<file path="src/rtl/rate_gen_multi_if.sv">
// Divisor configuration handshake into rate_gen_multi.
// The writer uses the master modport; the rate generator uses the slave modport.
interface rate_gen_multi_if #(
    parameter int CH_W  = 3,
    parameter int DIV_W = 24
);
    logic             cfg_valid;
    logic             cfg_ready;
    logic [CH_W-1:0]  cfg_ch;
    logic [DIV_W-1:0] cfg_half;

    modport master (output cfg_valid, output cfg_ch, output cfg_half, input cfg_ready);
    modport slave  (input cfg_valid, input cfg_ch, input cfg_half, output cfg_ready);
endinterface

</file>
<file path="src/rtl/rate_gen_multi.sv">
// Pixel-rate square wave/strobe plus NCH runtime-reprogrammable blink channels.
// New divisors are taken only at a channel's wrap, so waveforms never glitch.
module rate_gen_multi #(
    parameter int PIX_DIV  = 4,
    parameter int NCH      = 2,
    parameter int DIV_W    = 24,
    parameter int DEF_HALF = 12499999,
    parameter int CH_W     = 3
) (
    input  logic             CLK_NX,
    input  logic             reset,
    input  logic             i_en,
    input  logic             i_sclr,
    rate_gen_multi_if.slave  cfg,
    output logic             o_pixel_rate,
    output logic             o_pixel_tick,
    output logic [NCH-1:0]   o_blink,
    output logic [NCH-1:0]   o_blink_tick
);
    localparam int               PCW      = (PIX_DIV > 2) ? $clog2(PIX_DIV / 2) : 1;
    localparam logic [PCW-1:0]   PIX_TC   = PCW'(PIX_DIV / 2 - 1);
    localparam logic [DIV_W-1:0] HALF_RST = DIV_W'(DEF_HALF);

    logic [PCW-1:0] r_pix_cnt;
    logic           r_pixel_rate;
    logic           r_pixel_tick;
    logic [NCH-1:0] w_pend;
    logic [NCH-1:0] w_blink;
    logic [NCH-1:0] w_blink_tick;
    logic           w_sel_pend;
    logic           w_cfg_ready;
    logic           w_accept;

    always_ff @(posedge CLK_NX or posedge reset) begin
        if (reset) begin
            r_pix_cnt    <= '0;
            r_pixel_rate <= 1'b0;
            r_pixel_tick <= 1'b0;
        end else if (i_sclr) begin
            r_pix_cnt    <= '0;
            r_pixel_rate <= 1'b0;
            r_pixel_tick <= 1'b0;
        end else if (i_en) begin
            if (r_pix_cnt == PIX_TC) begin
                r_pix_cnt    <= '0;
                r_pixel_rate <= ~r_pixel_rate;
                r_pixel_tick <= ~r_pixel_rate;
            end else begin
                r_pix_cnt    <= r_pix_cnt + 1'b1;
                r_pixel_tick <= 1'b0;
            end
        end else begin
            r_pixel_tick <= 1'b0;
        end
    end

    // Out-of-range channels never match, so they always see a ready slot.
    always_comb begin
        w_sel_pend = 1'b0;
        for (int i = 0; i < NCH; i++) begin
            if (cfg.cfg_ch == CH_W'(i)) begin
                w_sel_pend = w_pend[i];
            end
        end
    end

    assign w_cfg_ready   = ~reset & ~w_sel_pend;
    assign cfg.cfg_ready = w_cfg_ready;
    assign w_accept      = cfg.cfg_valid & w_cfg_ready;

    for (genvar g = 0; g < NCH; g++) begin : g_ch
        logic [DIV_W-1:0] r_cnt;
        logic [DIV_W-1:0] r_half;
        logic [DIV_W-1:0] r_pend_val;
        logic             r_pend;
        logic             r_blink;
        logic             r_tick;
        logic             w_term;
        logic             w_wr;

        assign w_term = i_en & ~i_sclr & (r_cnt == r_half);
        assign w_wr   = w_accept & (cfg.cfg_ch == CH_W'(g));

        // A write can only land while nothing is pending, so it never races the apply.
        always_ff @(posedge CLK_NX or posedge reset) begin
            if (reset) begin
                r_cnt      <= '0;
                r_half     <= HALF_RST;
                r_pend_val <= '0;
                r_pend     <= 1'b0;
                r_blink    <= 1'b0;
                r_tick     <= 1'b0;
            end else begin
                if (w_wr) begin
                    r_pend     <= 1'b1;
                    r_pend_val <= cfg.cfg_half;
                end else if (w_term && r_pend) begin
                    r_pend <= 1'b0;
                    r_half <= r_pend_val;
                end

                if (i_sclr) begin
                    r_cnt   <= '0;
                    r_blink <= 1'b0;
                    r_tick  <= 1'b0;
                end else if (i_en) begin
                    if (w_term) begin
                        r_cnt   <= '0;
                        r_blink <= ~r_blink;
                        r_tick  <= 1'b1;
                    end else begin
                        r_cnt  <= r_cnt + 1'b1;
                        r_tick <= 1'b0;
                    end
                end else begin
                    r_tick <= 1'b0;
                end
            end
        end

        assign w_pend[g]       = r_pend;
        assign w_blink[g]      = r_blink;
        assign w_blink_tick[g] = r_tick;
    end

    assign o_pixel_rate = r_pixel_rate;
    assign o_pixel_tick = r_pixel_tick;
    assign o_blink      = w_blink;
    assign o_blink_tick = w_blink_tick;
endmodule
</file>
<file path="src/flat_wrapper.sv">
// flat-port wrapper written by rule: the top's interface ports become plain ports
module rate_gen_multi_flat 
#(
    parameter int PIX_DIV  = 4,
    parameter int NCH      = 2,
    parameter int DIV_W    = 24,
    parameter int DEF_HALF = 12499999,
    parameter int CH_W     = 3
)
  (CLK_NX, reset, i_en, i_sclr, o_pixel_rate, o_pixel_tick, o_blink, o_blink_tick, cfg_cfg_valid, cfg_cfg_ch, cfg_cfg_half, cfg_cfg_ready);
  rate_gen_multi_if #(.CH_W(CH_W), .DIV_W(DIV_W)) cfg_i ();
  input  logic CLK_NX;
  input  logic reset;
  input  logic i_en;
  input  logic i_sclr;
  output logic o_pixel_rate;
  output logic o_pixel_tick;
  output logic [NCH-1:0] o_blink;
  output logic [NCH-1:0] o_blink_tick;
  input wire logic [$bits(cfg_i.cfg_valid)-1:0] cfg_cfg_valid;
  input wire logic [$bits(cfg_i.cfg_ch)-1:0] cfg_cfg_ch;
  input wire logic [$bits(cfg_i.cfg_half)-1:0] cfg_cfg_half;
  output wire logic [$bits(cfg_i.cfg_ready)-1:0] cfg_cfg_ready;
  assign cfg_i.cfg_valid = cfg_cfg_valid;
  assign cfg_i.cfg_ch = cfg_cfg_ch;
  assign cfg_i.cfg_half = cfg_cfg_half;
  assign cfg_cfg_ready = cfg_i.cfg_ready;
  rate_gen_multi #(.PIX_DIV(PIX_DIV), .NCH(NCH), .DIV_W(DIV_W), .DEF_HALF(DEF_HALF), .CH_W(CH_W)) u_core (.CLK_NX(CLK_NX), .reset(reset), .i_en(i_en), .i_sclr(i_sclr), .cfg(cfg_i), .o_pixel_rate(o_pixel_rate), .o_pixel_tick(o_pixel_tick), .o_blink(o_blink), .o_blink_tick(o_blink_tick));
endmodule
</file>
<file path="config.mk">
export PLATFORM = sky130hd
export DESIGN_NAME = rate_gen_multi_flat
export DESIGN_NICKNAME = d
export VERILOG_FILES = /design/src/rtl/rate_gen_multi_if.sv /design/src/rtl/rate_gen_multi.sv /design/src/flat_wrapper.sv
export SDC_FILE = /design/constraint.sdc
export NUM_CORES = 1
export LEC_CHECK = 0
export ABC_AREA = 1
export CORE_MARGIN = 4
export CORE_UTILIZATION = 65
export CTS_BUF_LIST = sky130_fd_sc_hd__clkbuf_8
export DETAILED_ROUTE_END_ITERATION = 6
export DONT_BUFFER_PORTS = 1
export PLACE_DENSITY = 0.81
export SYNTH_ARGS = -nofsm -noshare
export SYNTH_HDL_FRONTEND = slang
export SYNTH_SLANG_ARGS = --single-unit
</file>
<file path="constraint.sdc">
create_clock -name CLK_NX -period 7.5 [get_ports CLK_NX]
set_clock_uncertainty 0.05 [all_clocks]
set_input_delay 1.5 -clock CLK_NX [delete_from_list [all_inputs] [get_ports CLK_NX]]
set_output_delay 1.5 -clock CLK_NX [all_outputs]
set_load 0.01 [all_outputs]
</file>
==> flow_summary_export.csv, run 1 <==
group,metric,value,unit
outcome,outcome,"completed",
power,p_sw,0.861,mW
layout,fill_cells,1028,
critical_path,crit_path_end,"cfg_cfg_ready",
critical_path,crit_path_cell_trace,"inv_6 > nand2_1 > a21oi_1",
die,dieArea,14400,µm²
timing,setup-tns-final,0,ns
timing,rsz0062_at_grt,"false",
timing,hold_viol,0,
logic_synthesis,synth-main-ff-cell,"dfrtp_1",
logic_synthesis,syn_avg_cell_area,7.20,µm²
timing,slew_headroom,0.407,
power,power_density,272,nW/µm²
logic_synthesis,synth_top_area_share,0.371,
global_routing,grt_start_max_net_pins,89,
critical_path,critPathKind,"in -> out",
cts,ctsHoldBuffers,0,
cts,cts_tree,"yes",
global_routing,grt_remaining_overflow,0,
cts,post-cts-setup-buffer-count,0,
critical_path,cp_max_fo,88,
die,pin_count,39,
placed_design,hpwl,13800,µm
power,netSwitchingFraction,0.370,
placed_design,place_congestion,0.913,
critical_path,cp-startpoint,"reset",
power,p_int,1.46,mW
global_routing,grt.total_usage,0.278,
critical_path,critPathBufInv,1,
logic_synthesis,synth_top_area_cell,"dfrtp_1",
power,peakVddDrop,208,µV
route,ant_nets,0,
route,drt_iter0_markers,714,
layout,multi_input_area,3550,µm²
cts,cts-resized-gates,0,
power,seqPwrFrac,0.509,
logic_synthesis,synth_fp_nets,1169,
global_routing,grt_pass1_vias,6191,
logic_synthesis,ys_ff_latch,153,
die,rows,40,
critical_path,rr_startpoint,"u_core.g_ch[1].r_half[11]$_DFFE_PP1P_",
layout,fin_nets,1156,
route,drc,0,
route,viasPerCell,5.36,
critical_path,cp_top_family,"buffers and inverters",
die,die_w,120,µm
layout,insertedDiodeCount,0,
global_routing,grt_antenna_before_repair,0,
logic_synthesis,synth_edf_count,0,
critical_path,critPathSlowestCell,"inv_6",
timing,fmax,0.247,GHz
cts,clockBufferDepth,2,
flow_run,max_cap_violations,0,
layout,seq_area,3870,µm²
route,wl,19100,µm
timing,min_period,4.05,ns
power,leakagePower,4.41,nW
critical_path,start_kind,"input port",
cts,insertion_delay,0.46,ns
logic_synthesis,synthTopCellsByCount,"418 x nand2_1, 143 x inv_1, 131 x nor2_1",
cts,cts_made_buffers,17,
cts,clk_pin_slew,0.07,ns
cts,htreeDepth,4,
die,fp.coreArea,12200,µm²
logic_synthesis,synth_seq_area_share,0.474,
layout,area_delta_synth_final,4.76,%
die,start_util,0.672,
global_routing,grt_pass1_wl,31400,µm
timing,tightest_slew,0.890,ns
route,wire_per_inst,14.6,µm
layout,drive_above_1_share,0.0687,
power,clkPwrFrac,0.242,
worst_hold_path,hold_class,"reg -> reg",
timing,period_share,0.540,
critical_path,rrSetupSlack,5.15,ns
layout,final_area,8560,µm²
logic_synthesis,yosysMostFrequentCell,"nand2_1",
die,die_h,120,µm
logic_synthesis,syn-cell-area,8170,µm²
timing,maxSlewViolCount,0,
route,vias,6983,
placed_design,port_buffers,0,
power,combinationalPowerShare,0.249,
timing,setup_violations,0,
critical_path,slowest_delay,0.51,ns
cts,cts.sinks,153,
placed_design,place_area,8210,µm²
critical_path,critPathRequiredTime,5.95,ns
logic_synthesis,syn_inst,1135,
critical_path,endpoint_kind,"output pin",
logic_synthesis,synthArstFlopShare,1.00,
critical_path,cp.arrival,2.50,ns
logic_synthesis,synth_area_leaders,"dfrtp_1 37%, nand2_1 19%, dfstp_2 10%",
critical_path,r2r-end,"u_core.g_ch[1].r_cnt[18]$_DFFE_PP0P_",
logic_synthesis,ys_types,30,
cts,root_buffer,"clkbuf_8",
logic_synthesis,yosysWarningCount,0,
route,drtPass1Iterations,5,
critical_path,worstRegToRegCells,9,
critical_path,worstSetupPathDepth,3,
through the flow:
step           hold slack [ns]   util  instances  setup slack, ns  power [mW]
6_report                 0.424  0.704       1303             3.45        2.33
2_1_floorplan            0.394      -       1135            0.794        1.61
3_5_place_dp             0.409  0.675       1271             3.43        1.76
4_1_cts                  0.421  0.704       1303             3.43        2.32
5_1_grt                  0.436  0.704       1303             3.29        2.47
3_3_place_gp             0.405  0.675       1271             3.44        1.75
layout make-up:
cell class              count  area share
inverters                 146      0.0646
flip-flops and latches    153       0.452
multi-input cells         800       0.415
well taps                 168      0.0246
repair buffers              4     0.00351
clock buffers              19      0.0306
clock inverters            13     0.00979
cells by family after synthesis:
kind of cell,synth area share
DFF,0.474
buffers and inverters,0.0917
adders and majority gates,0.00306
xor gates and xnor gates,0.0397
and+or+nand+nor,0.350
AOI/OAI and AO/OA,0.0417
metal layers:
layer	global-route usage	vias to the layer above	share of wire
li1	-	3484	-
met1	0.427	3244	0.48
met2	0.407	237	0.44
met3	0.0551	18	0.073
met4	0.0716	0	0.0094
met5	0	-	0
worst min-delay path by stage:
stage                                                      from                                     to  slack (ns)  cells past startpoint
after global routing      u_core.g_ch[0].r_half[19]$_DFFE_PP1P_  u_core.g_ch[0].r_half[19]$_DFFE_PP1P_        0.44                      2
after CTS                 u_core.g_ch[0].r_half[19]$_DFFE_PP1P_  u_core.g_ch[0].r_half[19]$_DFFE_PP1P_        0.42                      2
after global placement    u_core.g_ch[0].r_half[19]$_DFFE_PP1P_  u_core.g_ch[0].r_half[19]$_DFFE_PP1P_        0.41                      2
after detailed placement  u_core.g_ch[0].r_half[19]$_DFFE_PP1P_  u_core.g_ch[0].r_half[19]$_DFFE_PP1P_        0.41                      2
final                     u_core.g_ch[0].r_half[19]$_DFFE_PP1P_  u_core.g_ch[0].r_half[19]$_DFFE_PP1P_        0.42                      2
after floorplan           u_core.g_ch[0].r_half[19]$_DFFE_PP1P_  u_core.g_ch[0].r_half[19]$_DFFE_PP1P_        0.39                      2
flip-flops by register name, summed over array words and instances (netlist names):
name,count
u_core.g_ch.r_blink,2
u_core.g_ch.r_cnt,48
u_core.g_ch.r_half,48
u_core.g_ch.r_pend,2
u_core.g_ch.r_pend_val,48
u_core.g_ch.r_tick,2
u_core.o_pixel_rate,1
u_core.o_pixel_tick,1
u_core.r_pix_cnt,1
worst min-delay path: stages, from the launching register on:
cell     delay (ns)
dfstp_2        0.38
nand2_1        0.06
nand2_1        0.04
power groups by stage:
stage               combinational [mW]  clock (mW)  sequential [mW]
floorplan                        0.505           0             1.10
global placement                 0.563           0             1.18
detailed placement               0.574           0             1.19
CTS                              0.578       0.569             1.18
global route                     0.671       0.604             1.20
finish                           0.579       0.563             1.18
placed cells by master, fill, tap and decap left out, types with 4 or more instances in the layout:
master and n:
nand2_1 418, inv_1 146, nor2_1 131, dfrtp_1 121, nand3_1 95, o21ai_0 60
dfstp_2 32, xor2_1 29, clkbuf_8 19, nand4_1 18, nor3_1 15, xnor2_1 8
a21oi_1 4, inv_6 4, buf_4 4
No activity file was read; power rests on OpenSTA's default activity.
==> run 2, diff against run 1 <==
- clock period: 7.5 -> 3.75 ns (I/O delays scaled with it)
==> run 2 against run 1 <==
Against the previous run: core utilization rose by 0.74 points; register-to-register slack worse by 3.7 ns; hold slack lost 0.065 ns; cell count barely moved; routed wire length up 3.4%; global-route usage rose by 1.3 points; sequential share of layout area down 0.47 points; critical path depth unchanged; via count grew 0.93%; sequential cell count unchanged; design area increased by 1.1%; combinational power grew 100%; largest power group unchanged.
==> flow_summary_export.csv, run 2 (synthesis gave the netlist of run 1 again) <==
group,metric,value,unit
layout,area_delta_synth_final,5.87,%
critical_path,critPathSlowestCell,"dfrtp_1",
global_routing,grt_pass1_wl,32700,µm
route,viasPerCell,5.40,
critical_path,crit_path_cell_trace,"nand2_1 > nand2_1 > a21oi_1",
critical_path,start_kind,"flip-flop",
layout,seq_area,3870,µm²
die,die_h,120,µm
timing,maxSlewViolCount,0,
layout,reg_top3,"u_core.g_ch.r_cnt: 48 flops, u_core.g_ch.r_half: 48 flops, u_core.g_ch.r_pend_val: 48 flops",
die,pin_count,39,
route,wire_per_inst,15.1,µm
layout,fin_nets,1157,
route,drt_iter0_markers,739,
power,leakagePower,4.43,nW
outcome,outcome,"completed",
layout,layout_commonest_cell,"nand2_1",
timing,hold_ws,0.359,ns
layout,multi_input_area,3550,µm²
cts,root_buffer,"clkbuf_8",
die,rows,40,
timing,setup_violations,0,
route,ant_nets,0,
layout,insertedDiodeCount,0,
timing,min_period,2.56,ns
worst_hold_path,hold_class,"in -> async",
die,dieArea,14400,µm²
layout,drive_above_1_share,0.0731,
critical_path,critPathKind,"reg -> out",
timing,slew_headroom,0.382,
critical_path,cp.arrival,1.76,ns
cts,cts_made_buffers,17,
global_routing,grt.total_usage,0.291,
critical_path,cp_common_cell,"nand2_1",
power,power_density,561,nW/µm²
power,peakVddDrop,521,µV
global_routing,grt_pass1_vias,6400,
critical_path,critPathRequiredTime,2.95,ns
cts,cts-resized-gates,0,
global_routing,grt_start_max_net_pins,154,
cts,clk_pin_slew,0.09,ns
cts,post-cts-setup-buffer-count,0,
route,vias,7048,
route,drtPass1Iterations,5,
placed_design,place_congestion,0.951,
global_routing,grt_remaining_overflow,0,
layout,fin_util,0.711,
route,wl,19700,µm
die,fp.coreArea,12200,µm²
layout,fill_cells,1069,
timing,period_share,0.683,
cts,cts.sinks,153,
timing,hold_viol,0,
cts,clockBufferDepth,2,
power,total_power,4.85,mW
placed_design,hpwl,14300,µm
critical_path,cp_max_fo,27,
timing,fmax,0.391,GHz
placed_design,port_buffers,0,
die,die_w,120,µm
timing,rsz0062_at_grt,"false",
timing,tightest_slew,0.927,ns
cts,cts_tree,"yes",
cts,insertion_delay,0.46,ns
route,drc,0,
critical_path,slowest_delay,0.73,ns
critical_path,endpoint_kind,"output pin",
layout,final_cell_mix,"418 x nand2_1, 142 x inv_1, 131 x nor2_1, 121 x dfrtp_1, 95 x nand3_1",
global_routing,grt_antenna_before_repair,0,
die,start_util,0.672,
cts,htreeDepth,4,
cts,ctsHoldBuffers,0,
flow_run,max_cap_violations,0,
run 2: cell types whose count changed in the layout (fill, tap and decap cells not counted):
cell | before | now
bufinv_16 | 0 | 2
buf_12 | 0 | 1
clkinv_4 | 2 | 0
clkinv_2 | 2 | 1
inv_6 | 4 | 6
inv_1 | 146 | 142
clkinvlp_4 | 2 | 3
inv_8 | 0 | 2
run 2: final cells by class:
class	instances	share of cell area
clock buffers	19	0.0302
clock inverters	13	0.0179
well taps	168	0.0243
flip-flops and latches	153	0.447
multi-input cells	800	0.411
repair buffers	5	0.00579
inverters	146	0.0638
run 2: power by group:
part           switching, mW  internal (mW)  total (mW)
logic                  0.757          0.419        1.18
registers              0.333           2.02        2.36
clock network          0.669          0.647        1.32
total                   1.76           3.09        4.85
run 2: worst max-delay path, delay by kind of cell, from the launching register on:
kind	cells	cell delay, ns
AOI/OAI and AO/OA	1	0.30
DFF	1	0.73
and+or+nand+nor	2	0.25
run 2: final timing paths:
path	startpoint	end	slack [ns]	cells after the start
min	reset	u_core.g_ch[0].r_pend_val[12]$_DFFE_PP0P_	0.36	2
max reg2reg	u_core.g_ch[1].r_cnt[11]$_DFFE_PP0P_	u_core.g_ch[1].r_cnt[16]$_DFFE_PP0P_	1.45	9
max	u_core.g_ch[0].r_pend$_DFFE_PP0P_	cfg_cfg_ready	1.19	3
min in group CLK_NX	i_en	u_core.g_ch[1].r_cnt[0]$_DFFE_PP0P_	0.38	2
min reg2reg	u_core.g_ch[1].r_half[13]$_DFFE_PP1P_	u_core.g_ch[1].r_half[13]$_DFFE_PP1P_	0.43	2
max in group asynchronous	reset	u_core.g_ch[1].r_cnt[4]$_DFFE_PP0P_	2.72	2
run 2: through the flow:
stage                     cells  setup TNS [ns]  setup WS (ns)  area, µm²
after CTS                  1304               0           1.19       8650
after global routing       1304               0           1.06       8650
after detailed placement   1272               0           1.20       8230
after global placement     1272               0           1.33       8230
after floorplan            1135           -4.17         -0.222       8180
final                      1304               0           1.19       8650
run 2: metal layers:
metal  global-route usage  share of wire  vias up
li1                     -              -     3473
met1                0.440           0.47     3291
met2                0.423           0.44      257
met3               0.0598          0.075       27
met4               0.0895          0.017        0
met5                    0              0        -
